## config.mk

```make
export PLATFORM = sky130hd
export DESIGN_NAME = ram_sp_responder
export DESIGN_NICKNAME = d
export VERILOG_FILES = /design/src/rtl/ram_sp_responder.sv
export SDC_FILE = /design/constraint.sdc
export NUM_CORES = 1
export LEC_CHECK = 0
export CAP_MARGIN = 10
export CORE_MARGIN = 5
export CORE_UTILIZATION = 64
export CTS_CLUSTER_DIAMETER = 100
export CTS_CLUSTER_SIZE = 20
export DETAILED_ROUTE_END_ITERATION = 8
export GPL_ROUTABILITY_DRIVEN = 0
export HOLD_SLACK_MARGIN = 0.03
export PLACE_DENSITY = 0.82
export SLEW_MARGIN = 20
export SYNTH_ARGS = -nofsm -noshare
export SYNTH_HDL_FRONTEND = slang
export SYNTH_SLANG_ARGS = --single-unit
export TNS_END_PERCENT = 1
```

## constraint.sdc

```tcl
create_clock -name clk -period 4.46 [get_ports clk]
set_input_delay 0.892 -clock clk [delete_from_list [all_inputs] [get_ports clk]]
set_output_delay 0.892 -clock clk [all_outputs]
set_load 0.02 [all_outputs]
```

## src/rtl/ram_sp_responder.sv

```systemverilog
// Single-port synchronous RAM target: 1- or 2-cycle read latency, selectable write-collision read
// data, saturating access counters. Define RAM_PARITY_EN to add a stored parity bit per word.
module ram_sp_responder #(
  parameter int DATA_W     = 8,
  parameter int ADDR_W     = 5,
  parameter int RD_LATENCY = 1,
  parameter int WR_MODE    = 0,
  parameter int CNT_W      = 16
) (
  input  logic              clk,
  input  logic              rst_n,
  input  logic              ram_en,
  input  logic              ram_we,
  input  logic [ADDR_W-1:0] ram_addr,
  input  logic [DATA_W-1:0] ram_wr_data,
`ifdef RAM_PARITY_EN
  input  logic              par_inj,
  output logic              par_err,
`endif
  output logic [DATA_W-1:0] ram_rd_data,
  output logic              rd_valid,
  output logic [CNT_W-1:0]  wr_cnt,
  output logic [CNT_W-1:0]  rd_cnt
);

  localparam int DEPTH            = 2 ** ADDR_W;
  localparam int MODE_WRITE_FIRST = 1;
  localparam int MODE_NO_CHANGE   = 2;
`ifdef RAM_PARITY_EN
  localparam int MEM_W = DATA_W + 1;
`else
  localparam int MEM_W = DATA_W;
`endif

  logic [MEM_W-1:0]  mem [DEPTH];
  logic              acc_rd, acc_wr;
  logic [MEM_W-1:0]  wr_word;
  logic [MEM_W-1:0]  s0_word;
  logic              s0_load;
  logic [MEM_W-1:0]  last_word;
  logic              last_load, last_valid;
  logic [DATA_W-1:0] rd_data_q;
  logic              rd_valid_q;
  logic [CNT_W-1:0]  wr_cnt_q, rd_cnt_q;

  assign acc_rd = ram_en & ~ram_we;
  assign acc_wr = ram_en & ram_we;

`ifdef RAM_PARITY_EN
  assign wr_word = {(^ram_wr_data) ^ par_inj, ram_wr_data};
`else
  assign wr_word = ram_wr_data;
`endif

  // Word entering the read pipeline; writes either return the old word, the new word, or nothing.
  always_comb begin
    // NOTE: every always_comb output gets a default first so no path can infer a latch.
    s0_word = mem[ram_addr];
    if (acc_wr && (WR_MODE == MODE_WRITE_FIRST)) s0_word = wr_word;
    s0_load = acc_rd | (acc_wr & (WR_MODE != MODE_NO_CHANGE));
  end

  // NOTE: the array has no reset; contents must survive rst_n and map onto plain RAM cells.
  always_ff @(posedge clk) begin
    if (acc_wr) mem[ram_addr] <= wr_word;
  end

  if (RD_LATENCY == 2) begin : g_lat2
    logic [MEM_W-1:0] s1_word_q;
    logic             s1_load_q, s1_valid_q;

    always_ff @(posedge clk or negedge rst_n) begin
      if (!rst_n) begin
        s1_word_q  <= '0;
        s1_load_q  <= 1'b0;
        s1_valid_q <= 1'b0;
      end else begin
        // NOTE: non-blocking assignments keep every register sampling pre-edge values.
        s1_word_q  <= s0_word;
        s1_load_q  <= s0_load;
        s1_valid_q <= acc_rd;
      end
    end

    assign last_word  = s1_word_q;
    assign last_load  = s1_load_q;
    assign last_valid = s1_valid_q;
  end else begin : g_lat1
    assign last_word  = s0_word;
    assign last_load  = s0_load;
    assign last_valid = acc_rd;
  end

  always_ff @(posedge clk or negedge rst_n) begin
    if (!rst_n) begin
      rd_data_q  <= '0;
      rd_valid_q <= 1'b0;
    end else begin
      rd_valid_q <= last_valid;
      if (last_load) rd_data_q <= last_word[DATA_W-1:0];
    end
  end

`ifdef RAM_PARITY_EN
  logic par_err_q;

  // Stored parity folds into the word, so any odd total means a corrupted word.
  always_ff @(posedge clk or negedge rst_n) begin
    if (!rst_n) par_err_q <= 1'b0;
    else        par_err_q <= last_valid & (^last_word);
  end

  assign par_err = par_err_q;
`endif

  always_ff @(posedge clk or negedge rst_n) begin
    if (!rst_n) begin
      wr_cnt_q <= '0;
      rd_cnt_q <= '0;
    end else begin
      if (acc_wr && (wr_cnt_q != '1)) wr_cnt_q <= wr_cnt_q + CNT_W'(1);
      if (acc_rd && (rd_cnt_q != '1)) rd_cnt_q <= rd_cnt_q + CNT_W'(1);
    end
  end

  assign ram_rd_data = rd_data_q;
  assign rd_valid    = rd_valid_q;
  assign wr_cnt      = wr_cnt_q;
  assign rd_cnt      = rd_cnt_q;

endmodule

```

# After elaboration in Yosys (flattened, before gate mapping)
# Memories as Yosys holds them, arrays and structs flattened. A register that Yosys moved wholly into a read port is not among the register bits.
# Index checks and enable logic that the tools add are counted.
# Widths: inputs -> output; s select.
dict set report word_totals {
  elab_cells 17
  inputBits 17
  romBits 0
  n_memories 1
  ram_bits 256
  latch_bits 0
  regBits 33
}
# memory words width read_ports rd_ports_with_merged_regs wr line
set mem_list {}
lappend mem_list {mem 32 8 1 1 1 35} ;# logic [MEM_W-1:0] mem [DEPTH];
dict set report classes {
  add_sub_neg 2
  magnitude_cmp 0
  reduce_logical 3
  div 0
  n_mux 2
  bitwise_logic 4
  n_shift 0
  eq_ne 2
  n_mul 0
}
# cell n
set op_table {}
lappend op_table {{$add 16x1->16 const B} 2}
lappend op_table {{$ne 16x16->1 const B} 2}
lappend op_table {{$and 1x1->1} 2}
lappend op_table {{$logic_and 1x1->1} 2}
lappend op_table {{$mux 1} 2}
lappend op_table {{$logic_not 1->1} 1}
lappend op_table {{$not 1->1} 1}
lappend op_table {{$or 1x1->1} 1}

# Longest topological paths before layout
# Gate-level depths: netlist of run 1.
dict set report depth {
  depth_word 3
  mapped_depth 8
  ltp_nobuf 5
}

# Worst setup path before layout of run 1
# No wires, ideal clock.
dict set report synth_path {
  path_type {input to register}
  startpoint {input port ram_addr[0]}
  endpoint {memory mem[28][0] (netlist name), enable pin}
  setup_ns 0.370
  t_required_ns 4.090
  slack_ns 1.867
  t_arrival_ns 2.223
  path_stages 6
  path_cell_list {buf_6 > buf_12 > buf_6 > or3_1 > clkbuf_1 > nor2_1}
}
# element line
set synth_lines {}
lappend synth_lines {{from (decl)} 14} ;# input logic [ADDR_W-1:0] ram_addr,
lappend synth_lines {{to (decl)} 35}
# Straight into the memory's write port.

# Worst setup path in the final report of run 1
dict set report layout_path {
  startpoint {input port ram_addr[2]}
  endpoint {memory mem[26][1] (netlist name), enable pin}
}
# Straight into the memory's write port.

==> results of run 1 <==
[power breakdown]
part	internal, mW	total (mW)	switching (mW)	leakage, nW
Clock	0.801	1.66	0.857	0.252
Sequential	3.10	3.21	0.113	2.82
Combinational	0.272	0.620	0.347	1.40
[cell type report]
type,count,share of cell area
sequential,297,0.657
multi-input combinational,331,0.226
timing repair buffer,73,0.0527
clock buffer,31,0.0393
tap,234,0.0221
inverter,7,0.00198
clock inverter,1,0.000378
[worst reg2reg max path, cell delays in order, from the launching register on]
cell	delay (ps)
sky130_fd_sc_hd__dfrtp_1	460
sky130_fd_sc_hd__nand4_1	180
sky130_fd_sc_hd__nor3_1	570
sky130_fd_sc_hd__a21oi_1	220
sky130_fd_sc_hd__mux2_2	320
[metal layers]
layer / vias to the layer above / GRT usage
li1: 2796 / -
met1: 3372 / 0.356
met2: 481 / 0.393
met3: 64 / 0.0469
met4: 0 / 0.0671
met5: - / 0
[kinds of logic (layout without fill, tap and decap cells)]
logic type / after synthesis / in the layout
compound gates: 74 / 74
buf+inv: 41 / 112
mux: 89 / 89
simple gates: 137 / 137
fa+ha+maj: 2 / 2
flops: 297 / 297
xor+xnor: 29 / 29
[path summary, 6_finish.rpt]
path / startpoint / end / slack, ps
setup / recovery: ram_addr[2] / mem[26][1]$_DFFE_PP_ / 1450
hold / removal: wr_cnt[7]$_DFFE_PN0P_ / wr_cnt[7]$_DFFE_PN0P_ / 490
setup reg to reg: rd_cnt[12]$_DFFE_PN0P_ / rd_cnt[1]$_DFFE_PN0P_ / 2600
hold reg to reg: wr_cnt[7]$_DFFE_PN0P_ / wr_cnt[7]$_DFFE_PN0P_ / 490
max in group asynchronous: rst_n / rd_cnt[1]$_DFFE_PN0P_ / 3360
min in group asynchronous: rst_n / ram_rd_data[1]$_DFFE_PN0P_ / 520
[registers in the layout, indices dropped and copies added, names as in the netlist]
register / cells
ram_rd_data: 8
mem: 256
wr_cnt: 16
rd_cnt: 16
rd_valid: 1
[metrics by stage]
stage,hold slack (ps),area (sq um),power [mW],cells
floorplan,595,12000,3.59,669
global placement,477,12700,3.86,941
detailed placement,483,12700,3.89,941
CTS,497,13200,5.49,973
global route,514,13300,5.68,974
finish,493,13300,5.49,974
[layout by cell type, fill, tap and decap left out, drive strengths merged, types with 5 or more instances in the layout]
cell	instances
edfxtp	256
clkdlybuf4s50	54
nor2	47
mux2i	44
mux4	42
dfrtp	41
clkbuf	31
a22oi	24
nand2	22
buf	19
xor2	18
nand3	16
xnor2	11
nand4	10
a31oi	9
a211oi	8
inv	7
nor3	7
a21oi	7
a22o	6
a221oi	6
and2	5
==> summary.txt, run 1 <==
===============================================================================================
Syn Inst Count ...................................................................          669
Synth Flop Type .................................................................. sky130_fd_sc_hd__edfxtp_1
Post-CTS resize count ............................................................            0
GRT Util Overall .................................................................        0.245
Final Cycle Share ................................................................        0.675
Cts-stage hold buffer count ......................................................            0
Run status .......................................................................    completed
CP delay by family, top .......................................................... simple AND/OR/NAND/NOR gates
Cell with the most instances after synthesis ..................................... sky130_fd_sc_hd__edfxtp_1
Async set-or-reset flop fraction in the synthesized netlist ......................        0.138
Met3 Wirelength ..................................................................      2.88 mm
Final Worst Setup Slack ..........................................................      1450 ps
Floorplan row count ..............................................................           50
Compound-cell area share of the yosys netlist ....................................       0.0469
Count of yosys warnings during synthesis .........................................            0
List of cells traversed by the critical path ..................................... clkdlybuf4s50_1, nor2b_1, nand2_1, nor2_1
Skew final .......................................................................      20.3 ps
Global-route wire length before repair ...........................................      40.4 mm
Maximum number of pins on one net before global-route repair .....................           58
Sum of negative setup slack ......................................................         0 ps
1st-pass router iterations .......................................................            5
Antenna Violating Nets Remaining .................................................            0
Area Growth Syn to Fin ...........................................................        10.4%
Hold Path Cell Cnt ...............................................................            1
Core region area .................................................................  18600 sq um
Clock root buffer ................................................................ sky130_fd_sc_hd__clkbuf_16
Largest vdd supply drop ..........................................................     0.295 mV
Maximum single-stage delay on the critical path ..................................       740 ps
Area share of the leading cell type in the synthesized netlist ...................        0.640
Clock buffer count from CTS ......................................................           18
Pins over their slew limit .......................................................            0
Post-CTS setup-driven buffer insertion count .....................................            0
CTS sink cnt .....................................................................          297
Width of the die .................................................................       147 um
CP bufs+invs .....................................................................            1
Number of antenna violations at the first check in global routing ................            0
Vias in the first global route ...................................................         6533
Path depth of the worst reg2reg path .............................................            4
Final design utilization .........................................................        0.713
Critical path start-end classification ...........................................    in -> reg
Die outline area .................................................................  21600 sq um
Slowest cell on the critical path ................................................ sky130_fd_sc_hd__clkdlybuf4s50_1
Global route total overflow ......................................................            0
Initial standard-cell utilization of the core ....................................        0.646
Critical path depth ..............................................................            4
Final antenna diode count ........................................................            0
Category of the worst setup path capture point ...................................     register
Area fraction in and, or, nand and nor cells after synthesis .....................       0.0583
Number of vias after detailed routing ............................................         6713
Fraction of final layout cells sized beyond drive strength 1 .....................        0.111
Register Area ....................................................................   8710 sq um
Transition time at the pin with the least slew margin ............................       931 ps
Upper clock frequency limit ......................................................      332 MHz
DP Worst Slack ...................................................................       755 ps
Met2 wirelength from detailed routing ............................................      12.6 mm
Count of flip-flops with a built-in enable after synthesis .......................          256
Detailed placer's ending HPWL ....................................................      16.6 mm
Largest area contributor in the netlist .......................................... sky130_fd_sc_hd__edfxtp_1
Post-layout nets .................................................................          747
Synth unique cells ...............................................................           60
Total leakage power ..............................................................      4.48 nW
Summed instance area of the synthesized netlist ..................................  12000 sq um
Num ports ........................................................................           58
H-tree level count ...............................................................            1
Remaining DRCs ...................................................................            0
Area of the multi-input gates ....................................................   3000 sq um
Setup repair after global routing missed its margin ..............................        false
Register area share after synthesis ..............................................        0.725
Synth cell count leaders ......................................................... sky130_fd_sc_hd__edfxtp_1, sky130_fd_sc_hd__nor2_1, sky130_fd_sc_hd__mux2i_1
Top routing layer in use .........................................................         met4
Main combinational cell family by area after synthesis ........................... multiplexers
Maximum fanout along the worst path ..............................................           14
Startpoint type of the worst setup path .......................................... primary input
Required time of the critical path ...............................................      4590 ps
Mapped Nets ......................................................................          688
Signal arrival time at the worst endpoint ........................................      3140 ps
Wire length the detailed router placed on met1 ...................................      9.92 mm
Minimum clock period after layout ................................................      3010 ps
Routed Wire Length ...............................................................      26.2 mm
Final setup violation count ......................................................            0
Number of hold violations in the final report ....................................            0
Hold/Removal Path Class ..........................................................   reg -> reg
DR WL/cell .......................................................................      26.9 um
Clock input transition at the sequential cells of the worst setup and hold paths .        80 ps
Final-layout fill cell count .....................................................         1109
Clock insertion delay at the later pin of the skew report ........................       510 ps
Power density normalized to cell area ............................................  414 nW/um^2
TritonCTS clock tree .............................................................         done
Average cell area after synthesis ................................................   18.0 sq um
Buffer depth of the longest clock path ...........................................            3
Synthesis-stage register bit count ...............................................          297
Relative slew slack ..............................................................        0.379
Number of design-rule violations left by the first detailed-router iteration .....          828
Cells taking the most area after synthesis ....................................... sky130_fd_sc_hd__edfxtp_1, sky130_fd_sc_hd__dfrtp_1, sky130_fd_sc_hd__mux4_2
Vias per cell ....................................................................         6.89
Fraction of the mapped netlist area in adder cells ...............................      0.00208
Die height .......................................................................       147 um
Total of max-cap violations ......................................................            0
Synthesized-area fraction occupied by xor and xnor cells .........................       0.0211
Count of input and output buffers ................................................           57
Multiplexer fraction of the synthesized cell area ................................        0.121
===============================================================================================
Power figures use the tool's default switching activity.
==> inputs of run 2 (changes only) <==
--- a/config.mk
+++ b/config.mk
@@ -7,13 +7,13 @@
 export LEC_CHECK = 0
 export CAP_MARGIN = 10
 export CORE_MARGIN = 5
-export CORE_UTILIZATION = 64
+export CORE_UTILIZATION = 54
 export CTS_CLUSTER_DIAMETER = 100
 export CTS_CLUSTER_SIZE = 20
 export DETAILED_ROUTE_END_ITERATION = 8
 export GPL_ROUTABILITY_DRIVEN = 0
 export HOLD_SLACK_MARGIN = 0.03
-export PLACE_DENSITY = 0.82
+export PLACE_DENSITY = 0.73
 export SLEW_MARGIN = 20
 export SYNTH_ARGS = -nofsm -noshare
 export SYNTH_HDL_FRONTEND = slang
==> constraint.sdc (replaced) <==
create_clock -name clk -period 2.6 [get_ports clk]
set_input_delay 0.52 -clock clk [delete_from_list [all_inputs] [get_ports clk]]
set_output_delay 0.52 -clock clk [all_outputs]
set_load 0.02 [all_outputs]
==> run 2 against run 1 <==
Effect of this change:
- sequential share of layout area fell by 2.3 points
- clock power rose by 67%
- first-iteration DRC count fell by 9.2%
- clock-buffer cell count fell by 1
- cell count rose by 10%
- final area rose by 3.7%
- non-clock buffer count rose by 53
- flip-flop and latch count did not move
- routed wire length fell by 0.37%
- global-route usage fell by 4.2 points
- power rose by 71%
- register-to-register slack got worse by 1900 ps
- critical endpoint is now wr_cnt[2]
- highest routed layer unchanged
==> summary.txt, run 2 (synthesis gave the netlist of run 1 again) <==
===============================================================================================
Run status .......................................................................    completed
Worst R2R Start .................................................................. wr_cnt[1]$_DFFE_PN0P_
H-tree level count ...............................................................            1
Area of the multi-input gates ....................................................   3000 sq um
Startpoint type of the worst setup path ..........................................     register
Signal arrival time at the worst endpoint ........................................      1620 ps
Post-route cell area .............................................................  13700 sq um
Category of the worst setup path capture point ...................................   output pin
Final Worst Setup Slack ..........................................................       457 ps
Cts-stage hold buffer count ......................................................            0
Area Growth Syn to Fin ...........................................................        14.4%
Maximum number of pins on one net before global-route repair .....................           42
Post-CTS resize count ............................................................            0
Total of max-cap violations ......................................................            0
Critical path origin ............................................................. wr_cnt[2]$_DFFE_PN0P_
Largest vdd supply drop ..........................................................     0.470 mV
Total power ......................................................................      9.37 mW
Total instance count after detailed placement ....................................         1041
Met2 wirelength from detailed routing ............................................      12.4 mm
Floorplan row count ..............................................................           54
GRT Util Overall .................................................................        0.204
Slowest cell on the critical path ................................................ sky130_fd_sc_hd__clkdlybuf4s50_1
Detailed placer's ending HPWL ....................................................      17.4 mm
Critical path start-end classification ...........................................   reg -> out
Vias per cell ....................................................................         6.12
Cell area reported after detailed placement ......................................  13200 sq um
Die height .......................................................................       159 um
Maximum single-stage delay on the critical path ..................................       650 ps
Clock input transition at the sequential cells of the worst setup and hold paths .        80 ps
TritonCTS clock tree .............................................................         done
Top routing layer in use .........................................................         met4
Final setup violation count ......................................................            0
Final antenna diode count ........................................................            0
Antenna Violating Nets Remaining .................................................            0
DP Worst Slack ...................................................................     -31.5 ps
Clock insertion delay at the later pin of the skew report ........................       520 ps
Power density normalized to cell area ............................................  681 nW/um^2
Number of hold violations in the final report ....................................            0
Final Cycle Share ................................................................        0.824
Setup repair after global routing missed its margin ..............................        false
Relative slew slack ..............................................................        0.366
Skew final .......................................................................      27.3 ps
Routed Wire Length ...............................................................      26.1 mm
Initial standard-cell utilization of the core ....................................        0.549
Remaining DRCs ...................................................................            0
Met3 Wirelength ..................................................................      2.12 mm
Fraction of final layout cells sized beyond drive strength 1 .....................        0.170
Most frequent cells in the layout ................................................ sky130_fd_sc_hd__edfxtp_1, sky130_fd_sc_hd__buf_4, sky130_fd_sc_hd__clkdlybuf4s50_1
Count of input and output buffers ................................................           57
Vias in the first global route ...................................................         6641
Num ports ........................................................................           58
CP bufs+invs .....................................................................            1
Minimum clock period after layout ................................................      2140 ps
Upper clock frequency limit ......................................................      467 MHz
Register with the most flip-flops ................................................          mem
Global route total overflow ......................................................            0
List of cells traversed by the critical path ..................................... clkdlybuf4s50_1
Die outline area .................................................................  25300 sq um
Leading cell type in the layout, fill and taps excluded .......................... sky130_fd_sc_hd__edfxtp_1
Final design utilization .........................................................        0.628
Wire length the detailed router placed on met1 ...................................      10.8 mm
Clock root buffer ................................................................ sky130_fd_sc_hd__clkbuf_16
Global-route wire length before repair ...........................................      40.2 mm
Register Area ....................................................................   8710 sq um
Fin cells ........................................................................         1073
Number of vias after detailed routing ............................................         6562
Number of design-rule violations left by the first detailed-router iteration .....          752
Total leakage power ..............................................................      4.77 nW
Maximum fanout along the worst path ..............................................            6
Hold/Removal Path Class ..........................................................  in -> async
Required time of the critical path ...............................................      2080 ps
Number of antenna violations at the first check in global routing ................            0
CTS sink cnt .....................................................................          297
CP delay by family, top .......................................................... buffers and inverters
DR WL/cell .......................................................................      24.3 um
1st-pass router iterations .......................................................            5
Buffer depth of the longest clock path ...........................................            3
Largest register FFs .............................................................          256
Width of the die .................................................................       159 um
Final-layout fill cell count .....................................................         1534
Transition time at the pin with the least slew margin ............................       950 ps
Pins over their slew limit .......................................................            0
Core region area .................................................................  21900 sq um
Post-layout nets .................................................................          800
Clock buffer count from CTS ......................................................           18
Post-CTS setup-driven buffer insertion count .....................................            0
===============================================================================================
[run 2: routing by layer]
layer	up-vias	global-route usage
met1	3315	0.289
met4	0	0.0589
met5	-	0
met2	294	0.321
li1	2897	-
met3	56	0.0474
[run 2: final timing paths]
check / to / slack [ps] / cells past startpoint
max: wr_cnt[2] / 460 / 1
min: ram_rd_data[5]$_DFFE_PN0P_ / 160 / 1
max reg2reg: wr_cnt[12]$_DFFE_PN0P_ / 700 / 5
min reg2reg: wr_cnt[15]$_DFFE_PN0P_ / 500 / 1
max in group asynchronous: rd_cnt[0]$_DFFE_PN0P_ / 1850 / 1
min in group clk: wr_cnt[15]$_DFFE_PN0P_ / 500 / 1
[run 2: area by class of cell]
cell class,count,share of cell area
clock buffer,30,0.0360
clock inverter,2,0.00155
inverter,7,0.00191
multi-input combinational,331,0.218
sequential,297,0.634
tap,280,0.0255
timing repair buffer,126,0.0828
[run 2: power by group]
| part | internal [mW] | switching [mW] | total [mW] |
|---|---|---|---|
| combinational | 0.485 | 0.598 | 1.08 |
| sequential | 5.32 | 0.189 | 5.51 |
| clock | 1.32 | 1.45 | 2.77 |
| total | 7.13 | 2.24 | 9.37 |
[run 2: metrics by stage]
stage	hold WS (ps)	TNS, ps
after floorplan	224	0
after global placement	477	-12.6
after detailed placement	488	-31.5
after CTS	167	0
after global routing	229	0
final	158	0
